## src/rtl/change_dispenser_if.sv

```systemverilog
// change_dispenser_if: groups the payout request, tube sensors and the
// dispenser's status/solenoid outputs into one bundle.
//   change_returning / change_due : one-cycle payout request from the vending FSM
//   tube_empty                    : [2]=hi, [1]=mid, [0]=lo empty sensors
//   eject                         : solenoid drives (same bit order), one-hot or zero
//   busy, done, shortfall_flag, shortfall_amt, overrun_err, coins_dispensed : status
// master = requester side (FSM / sensors / display), slave = the dispenser.
interface change_dispenser_if;
  logic       change_returning;
  logic [7:0] change_due;
  logic [2:0] tube_empty;
  logic [2:0] eject;
  logic       busy;
  logic       done;
  logic       shortfall_flag;
  logic [7:0] shortfall_amt;
  logic       overrun_err;
  logic [7:0] coins_dispensed;

  modport master (
    output change_returning, change_due, tube_empty,
    input  eject, busy, done, shortfall_flag, shortfall_amt, overrun_err,
           coins_dispensed
  );

  modport slave (
    input  change_returning, change_due, tube_empty,
    output eject, busy, done, shortfall_flag, shortfall_amt, overrun_err,
           coins_dispensed
  );
endinterface

```

## src/rtl/change_dispenser.sv

```systemverilog
// change_dispenser: pays out a requested amount as coins from three tubes.
// Greedy selection (largest coin that fits and whose tube is not empty),
// each coin is a PULSE_CYCLES solenoid pulse followed by GAP_CYCLES off-time.
// If no coin fits the remaining amount, the remainder is reported as a
// shortfall.
// Ports:
//   clk   : system clock
//   rst_n : synchronous active-low reset
//   bus   : change_dispenser_if.slave (request, tube sensors, eject, status)
module change_dispenser #(
  parameter int unsigned DENOM_HI     = 5,
  parameter int unsigned DENOM_MID    = 2,
  parameter int unsigned DENOM_LO     = 1,
  parameter int unsigned PULSE_CYCLES = 5000000,
  parameter int unsigned GAP_CYCLES   = 5000000
) (
  input  logic                 clk,
  input  logic                 rst_n,
  change_dispenser_if.slave    bus
);

  localparam logic [7:0]  D_HI       = 8'(DENOM_HI);
  localparam logic [7:0]  D_MID      = 8'(DENOM_MID);
  localparam logic [7:0]  D_LO       = 8'(DENOM_LO);
  // Timers count down to zero, so load N-1 to get exactly N cycles.
  localparam logic [31:0] PULSE_LOAD = 32'(PULSE_CYCLES - 1);
  localparam logic [31:0] GAP_LOAD   = 32'(GAP_CYCLES - 1);

  typedef enum logic [2:0] {
    IDLE, SELECT, EJECT, GAP, DONE, FAULT
  } state_t;

  state_t      state;
  logic [7:0]  remaining;
  logic [31:0] timer;

  // Greedy coin choice; only consumed in SELECT, so tube_empty changes
  // during EJECT/GAP have no effect.
  logic [2:0]  pick;
  logic [7:0]  pick_val;

  always_comb begin
    pick     = 3'b000;
    pick_val = 8'd0;
    if (!bus.tube_empty[2] && remaining >= D_HI) begin
      pick     = 3'b100;
      pick_val = D_HI;
    end else if (!bus.tube_empty[1] && remaining >= D_MID) begin
      pick     = 3'b010;
      pick_val = D_MID;
    end else if (!bus.tube_empty[0] && remaining >= D_LO) begin
      pick     = 3'b001;
      pick_val = D_LO;
    end
  end

  always_ff @(posedge clk) begin
    if (!rst_n) begin
      state               <= IDLE;
      remaining           <= 8'd0;
      timer               <= 32'd0;
      bus.eject           <= 3'b000;
      bus.busy            <= 1'b0;
      bus.done            <= 1'b0;
      bus.shortfall_flag  <= 1'b0;
      bus.shortfall_amt   <= 8'd0;
      bus.overrun_err     <= 1'b0;
      bus.coins_dispensed <= 8'd0;
    end else begin
      bus.done           <= 1'b0;
      bus.shortfall_flag <= 1'b0;
      bus.overrun_err    <= 1'b0;

      // Any request outside IDLE is dropped; the payout in flight continues.
      if (state != IDLE && bus.change_returning)
        bus.overrun_err <= 1'b1;

      unique case (state)
        IDLE: begin
          if (bus.change_returning && bus.change_due != 8'd0) begin
            remaining         <= bus.change_due;
            bus.shortfall_amt <= 8'd0;
            bus.busy          <= 1'b1;
            state             <= SELECT;
          end
        end

        SELECT: begin
          if (remaining == 8'd0) begin
            bus.done <= 1'b1;
            state    <= DONE;
          end else if (pick == 3'b000) begin
            bus.shortfall_flag <= 1'b1;
            bus.shortfall_amt  <= remaining;
            state              <= FAULT;
          end else begin
            bus.eject           <= pick;
            remaining           <= remaining - pick_val;
            bus.coins_dispensed <= bus.coins_dispensed + 8'd1;
            timer               <= PULSE_LOAD;
            state               <= EJECT;
          end
        end

        EJECT: begin
          if (timer == 32'd0) begin
            bus.eject <= 3'b000;
            timer     <= GAP_LOAD;
            state     <= GAP;
          end else begin
            timer <= timer - 32'd1;
          end
        end

        GAP: begin
          if (timer == 32'd0) state <= SELECT;
          else                timer <= timer - 32'd1;
        end

        DONE: begin
          bus.busy <= 1'b0;
          state    <= IDLE;
        end

        FAULT: begin
          bus.busy <= 1'b0;
          state    <= IDLE;
        end

        default: begin
          bus.eject <= 3'b000;
          bus.busy  <= 1'b0;
          state     <= IDLE;
        end
      endcase
    end
  end

endmodule

```

## src/flat_wrapper.sv

```systemverilog
// flat-port wrapper written by rule: the top's interface ports become plain ports
module change_dispenser_flat 
#(
  parameter int unsigned DENOM_HI     = 5,
  parameter int unsigned DENOM_MID    = 2,
  parameter int unsigned DENOM_LO     = 1,
  parameter int unsigned PULSE_CYCLES = 5000000,
  parameter int unsigned GAP_CYCLES   = 5000000
)
  (clk, rst_n, bus_change_returning, bus_change_due, bus_tube_empty, bus_eject, bus_busy, bus_done, bus_shortfall_flag, bus_shortfall_amt, bus_overrun_err, bus_coins_dispensed);
  change_dispenser_if bus_i ();
  input  logic clk;
  input  logic rst_n;
  input wire logic [$bits(bus_i.change_returning)-1:0] bus_change_returning;
  input wire logic [$bits(bus_i.change_due)-1:0] bus_change_due;
  input wire logic [$bits(bus_i.tube_empty)-1:0] bus_tube_empty;
  output wire logic [$bits(bus_i.eject)-1:0] bus_eject;
  output wire logic [$bits(bus_i.busy)-1:0] bus_busy;
  output wire logic [$bits(bus_i.done)-1:0] bus_done;
  output wire logic [$bits(bus_i.shortfall_flag)-1:0] bus_shortfall_flag;
  output wire logic [$bits(bus_i.shortfall_amt)-1:0] bus_shortfall_amt;
  output wire logic [$bits(bus_i.overrun_err)-1:0] bus_overrun_err;
  output wire logic [$bits(bus_i.coins_dispensed)-1:0] bus_coins_dispensed;
  assign bus_i.change_returning = bus_change_returning;
  assign bus_i.change_due = bus_change_due;
  assign bus_i.tube_empty = bus_tube_empty;
  assign bus_eject = bus_i.eject;
  assign bus_busy = bus_i.busy;
  assign bus_done = bus_i.done;
  assign bus_shortfall_flag = bus_i.shortfall_flag;
  assign bus_shortfall_amt = bus_i.shortfall_amt;
  assign bus_overrun_err = bus_i.overrun_err;
  assign bus_coins_dispensed = bus_i.coins_dispensed;
  change_dispenser #(.DENOM_HI(DENOM_HI), .DENOM_MID(DENOM_MID), .DENOM_LO(DENOM_LO), .PULSE_CYCLES(PULSE_CYCLES), .GAP_CYCLES(GAP_CYCLES)) u_core (.clk(clk), .rst_n(rst_n), .bus(bus_i));
endmodule
```

## config.mk

```make
export PLATFORM = sky130hd
export DESIGN_NAME = change_dispenser_flat
export DESIGN_NICKNAME = d
export VERILOG_FILES = /design/src/rtl/change_dispenser_if.sv /design/src/rtl/change_dispenser.sv /design/src/flat_wrapper.sv
export SDC_FILE = /design/constraint.sdc
export NUM_CORES = 1
export LEC_CHECK = 0
export CORE_UTILIZATION = 51
export CTS_BUF_LIST = sky130_fd_sc_hd__clkbuf_4 sky130_fd_sc_hd__clkbuf_8 sky130_fd_sc_hd__clkbuf_16
export DETAILED_ROUTE_END_ITERATION = 7
export PLACE_DENSITY = 0.82
export REMOVE_ABC_BUFFERS = 1
export SYNTH_ARGS = -nofsm -noshare
export SYNTH_HDL_FRONTEND = slang
export SYNTH_SLANG_ARGS = --single-unit
```

## constraint.sdc

```tcl
create_clock -name clk -period 2.7 [get_ports clk]
set_input_delay 0.405 -clock clk [delete_from_list [all_inputs] [get_ports clk]]
set_output_delay 0.405 -clock clk [all_outputs]
set_load 0.05 [all_outputs]
```

### Word-level counts from Yosys, hierarchy flattened

Cells that the tools add are included.

* register bits after elaboration: 66
* input bits: 14
* word-level logic and storage cells: 95
* output and inout port bits: 23

* order comparisons: 3
* add/sub/neg operators: 3
* mux-type cells: 34
* bitwise operators: 6
* eq/ne operators: 12
* reductions and logical operators: 27

Operators by type and width (number)
* two-way mux 32 bit: 4
* one-hot mux 32 bit (3 select lines): 1
* two-way mux 8 bit: 8
* zero test 32 bit: 1
* one-hot mux 8 bit (2 select lines): 2
* subtractor 32 x 1 -> 32 bit, second input constant: 1
* two-way mux 3 bit: 10
* AND reduction 4 bit: 4
* one-hot mux 3 bit (4 select lines): 1
* one-hot mux 3 bit (3 select lines): 1
* adder 8 x 1 -> 8 bit, second input constant: 1
* greater-or-equal comparator 8 x 1 -> 1 bit, second input constant: 1
* greater-or-equal comparator 8 x 2 -> 1 bit, second input constant: 1
* greater-or-equal comparator 8 x 3 -> 1 bit, second input constant: 1
* zero test 8 bit: 1
* inequality test 2 x 1 -> 1 bit, second input constant: 4
* nonzero test 8 bit: 1
* subtractor 8 bit: 1
* equality test 3 x 2 -> 1 bit, second input constant: 2
* equality test 3 bit, second input constant: 2
* zero test 3 bit: 2
* two-way mux 1 bit: 6
* inequality test 2 bit, second input constant: 3
* NOT 1 bit: 6
* 10 further kinds: 20

### Depth between registers and ports, before layout

* depth after elaboration: 9
* depth in mapped cells: 15
* depth with buffers taken out: 13

### Worst setup path before layout

OpenSTA, ideal clock, no wires.

* path type: register to register
* from: reg u_core.remaining[4]
* to: reg u_core.remaining[5]
* slack: -0.301 ns
* cell stages (with the launch flop): 13
* library setup time: 0.134 ns
* data required time: 2.566 ns
* buffers on the path: 2
* arrival: 2.867 ns
* period minus slack after synthesis: 3.001 ns
* cells stage by stage: dfxtp_1 > clkbuf_1 > or3_1 > clkbuf_1 > nor3_1 > a21oi_1 > or3_1 > ha_1 > a21o_1 > a21o_1 > or4_1 > o21ai_0 > a211oi_1

* cells in the longest elaborated chain, start to end: 9
* elaborated cells on any way between the ends: 21
* those cells by class: 1 x add/sub; 3 x order compare; 2 x eq/ne; 9 x mux; 6 x reduce/logical

Ends and longest elaborated chain
* start: declaration: RTL line change_dispenser.sv:34 `logic [7:0] remaining;`
* start signal: assignment: RTL line change_dispenser.sv:81 `remaining <= bus.change_due;`
* start signal: assignment: RTL line change_dispenser.sv:98 `remaining <= remaining - pick_val;`
* greater-or-equal comparator 8 x 1 -> 1 bit: RTL line change_dispenser.sv:51 `end else if (!bus.tube_empty[0] && remaining >= D_LO) begin`
* logical AND 1 bit: RTL line change_dispenser.sv:51
* two-way mux 1 bit: RTL line change_dispenser.sv:51
* two-way mux 8 bit: RTL line change_dispenser.sv:48 `end else if (!bus.tube_empty[1] && remaining >= D_MID) begin`
* two-way mux 8 bit: RTL line change_dispenser.sv:45 `if (!bus.tube_empty[2] && remaining >= D_HI) begin`
* subtractor 8 bit: RTL line change_dispenser.sv:98
* two-way mux 8 bit: RTL line change_dispenser.sv:92 `end else if (pick == 3'b000) begin`
* two-way mux 8 bit: RTL line change_dispenser.sv:89 `if (remaining == 8'd0) begin`
* one-hot mux 8 bit (2 select lines): RTL line change_dispenser.sv:78 `unique case (state)`

Several ways; a longest one is shown, not always the timed one. The select of a mux whose other input is x is not followed.
A chain may end at the register's enable or synchronous reset.

### Final worst setup path

* from: reg u_core.remaining[7]
* to: reg u_core.bus.eject[1]

* cells in the longest elaborated chain, start to end: 8
* elaborated cells on any way between the ends: 17
* those cells by class: 3 x order compare; 2 x eq/ne; 6 x mux; 6 x reduce/logical

Ends and longest elaborated chain
* greater-or-equal comparator 8 x 1 -> 1 bit: RTL line change_dispenser.sv:51
* logical AND 1 bit: RTL line change_dispenser.sv:51
* two-way mux 1 bit: RTL line change_dispenser.sv:51
* two-way mux 3 bit: RTL line change_dispenser.sv:48
* two-way mux 3 bit: RTL line change_dispenser.sv:45
* zero test 3 bit: RTL line change_dispenser.sv:92
* inequality test 2 bit (no source line)
* AND reduction 4 bit (no source line)
* end signal: assignment: RTL line change_dispenser.sv:97 `bus.eject <= pick;`
* end: declaration: RTL line change_dispenser_if.sv:28 `output eject, busy, done, shortfall_flag, shortfall_amt, overrun_err,`

Several ways; a longest one is shown, not always the timed one. The select of a mux whose other input is x is not followed.

==> results.yml <==
final_layout:
  drive_above_1_share_pct: 21.6
  synthToLayoutAreaGrowth_pct: 32.1
  final_design_area_no_fill_sq_um: 4610
  antennaDiodeCount: 0
  nNetsFinal: 535
grt:
  grt_pass1_wl_mm: 17.0
  antenna_found_initial: 0
  grt_pass1_vias: 3649
  track_usage_pct: 30.2
  grt_max_degree: 22
  overflow: 0
timing:
  fin_ws_ns: -0.0704
  max_slew_margin_pct: 56.5
  period_share_pct: 103
  rsz0062_at_grt: "yes"
  drv_slew: 0
  setup_viol: 2
  fin_setup_tns_ns: -0.0863
  max_freq_ghz: 0.361
  tightest_slew_ns: 0.643
  hold_viol: 0
  fin_skew_ns: 0.00818
  finalCriticalPeriod_ns: 2.77
critical_path:
  end_kind: "register"
  path_cells: "or4_4 -> buf_4 -> o311ai_1 -> o211ai_1 -> buf_4 -> nand2_1 -> nand4_1 -> o21ai_0"
  critPathMaxStageDelay_ns: 0.57
  crit_type: "reg -> reg"
  crit_path_top_delay_cell: "or4_4"
  critPathMostFrequentCell: "buf_4"
  cp.required_ns: 2.90
  worstPathMaxFanout: 5
  cp-start-kind: "register"
  arrival_ns: 2.97
drt:
  wl_per_cell_microns: 18.3
  drcViolationCount: 2
  dr.first_iter.drc_count: 295
  drt_pass1_iterations: 8
  via_count: 3857
  drt-total-wl_mm: 10.9
  ant_nets: 0
  viasPerCell: 6.47
pwr:
  p_leak_uw: 0.00179
  finalPower_uw: 6630
  irDropWorstVdd_uv: 632
  power_per_cell_area_nw_per_um2: 1440
logic_synthesis:
  synth_common_cells: "dfxtp_1, nor2_1, nand2_1"
  synth_top_area_share_pct: 37.8
  synthArstFlopShare_pct: 0
  synth_top_cell_by_area: "dfxtp_1"
  netlist_area_sq_um: 3490
  ys_seq_area_share_pct: 37.8
  ys_warn_count: 0
  synth_area_leaders: "dfxtp_1, nor2_1, a21oi_1"
  ys_ff_latch: 66
  synth_edf_count: 0
  synthDistinctLibCells: 60
  yosysMostFrequentCell: "dfxtp_1"
  syn_area_per_cell_sq_um: 8.18
  synth_flop_cell: "dfxtp_1"
  netlist_instances: 427
clock_network:
  numCtsBuffers: 9
  clk_latency_ns: 0.36
  cts_root_buf: "clkbuf_8"
  numClockSinks: 66
  clk_pin_slew_ns: 0.08
  cts_tree: "built"
  ctsHtreeMaxLevel: 3
  cts_buffer_depth: 2
  hold_buffers: 0
floorplan:
  die_h_microns: 84.8
  design.die.area_sq_um: 7180
  ioPinCount: 37
  die_w_microns: 84.8
  floorplan.initialDensity_pct: 53.8
  core_area_sq_um: 6490
  rows: 29
worst_hold_path:
  min_path_type: "reg -> reg"
placement:
  placed_cell_area_sq_um: 4210
  dp_hpwl_mm: 7.08
  place.gp.congestion: 0.866
  port-buffer-count: 36
outcome:
  outcome: "finished with violations"
  violations: "design-rule violations, negative setup slack"
job:
  cap_violations: 0
critical path, delay by kind of cell (launching register included):
family,cells,cell delay (ns)
AOI/OAI and AO/OA,3,0.97
buffers and inverters,2,0.41
DFF,1,0.33
and+or+nand+nor,3,0.90
metrics by stage:
step / worst slack [ns] / hold slack, ns / util [%] / instances
floorplan: -0.195 / 0.443 / - / 404
global placement: -0.0579 / 0.459 / 64.8 / 565
detailed placement: -0.184 / 0.460 / 64.8 / 565
CTS: -0.00591 / 0.482 / 70.1 / 597
global route: -0.109 / 0.492 / 71.0 / 596
finish: -0.0704 / 0.480 / 71.0 / 596
worst paths after layout:
| kind | from | to | slack, ns | cells past startpoint |
|---|---|---|---|---|
| worst min register to register | u_core.bus.shortfall_amt[3] | u_core.bus.shortfall_amt[3] | 0.48 | 1 |
| worst max register to register | u_core.remaining[7] | u_core.bus.eject[1] | -0.07 | 8 |
| worst max-delay path | u_core.remaining[7] | u_core.bus.eject[1] | -0.07 | 8 |
| worst min-delay path | u_core.bus.shortfall_amt[3] | u_core.bus.shortfall_amt[3] | 0.48 | 1 |
registers in the layout (all words and copies together), names as in the netlist:
register                    count
u_core.bus.shortfall_amt        8
u_core.bus.overrun_err          1
u_core.bus.done                 1
u_core.remaining                8
u_core.state                    3
u_core.timer                   32
u_core.bus.shortfall_flag       1
u_core.bus.busy                 1
u_core.bus.coins_dispensed      8
u_core.bus.eject                3
cells by family after synthesis:
logic type      Yosys count  synth area share [%]
xor+xnor                 13                  3.26
flops                    66                  37.8
compound gates          118                  23.9
mux                       2                 0.573
simple gates            186                  27.6
fa+ha+maj                 7                  2.72
buf+inv                  35                  4.12
power breakdown:
| part | leakage (uW) | internal, uW | switching (uW) |
|---|---|---|---|
| clock network | 0.0000810 | 328 | 408 |
| registers | 0.000538 | 1200 | 233 |
| logic | 0.00117 | 2020 | 2450 |
timing repair:
| action | 4_1_cts | 5_1_grt |
|---|---|---|
| resized for setup | 18 | 17 |
| pin swaps | 10 | 12 |
| endpoints found under the setup margin | 9 | 11 |
| buffers inserted | 16 | 3 |
metal layers:
metal | track usage (%) | share of wire, % | wire [microns] | up-vias
met3 | 8.16 | 6.9 | 753 | 30
met1 | 34.5 | 40 | 4380 | 1840
met4 | 15.6 | 2.8 | 304 | 0
met2 | 51.7 | 50 | 5450 | 202
li1 | - | - | - | 1785
met5 | 0 | 0 | 0 | -
placed cells by master, fill, tap and decap left out, drive strengths merged, types with 3 or more instances in the layout:
| master | count |
|---|---|
| or3 | 13 |
| a22o | 8 |
| nand2 | 34 |
| a311oi | 7 |
| or4 | 9 |
| nor3b | 3 |
| clkinv | 4 |
| a21o | 4 |
| and3 | 5 |
| nor4 | 13 |
| o2bb2ai | 3 |
| buf | 63 |
| xor2 | 4 |
| and2 | 5 |
| nand2b | 4 |
| o311ai | 3 |
| o31ai | 6 |
| inv | 12 |
| clkinvlp | 3 |
| xnor2 | 9 |
| clkbuf | 9 |
| nor2 | 48 |
| a211oi | 12 |
| a21oi | 27 |
| ha | 6 |
| o21ai | 19 |
| a221oi | 3 |
| nand3 | 7 |
| clkdlybuf4s50 | 36 |
| o211a | 3 |
| dfxtp | 66 |
| nor3 | 24 |
| nand4 | 9 |
| o211ai | 3 |
layout make-up:
type | count | area, sq um
well taps | 77 | 96.3
repair buffers | 99 | 848
fillers | 504 | 1880
multi-input cells | 326 | 2130
clock buffers | 9 | 124
flip-flops and latches | 66 | 1320
inverters | 12 | 45.0
clock inverters | 7 | 46.3
Power figures use the tool's default switching activity.
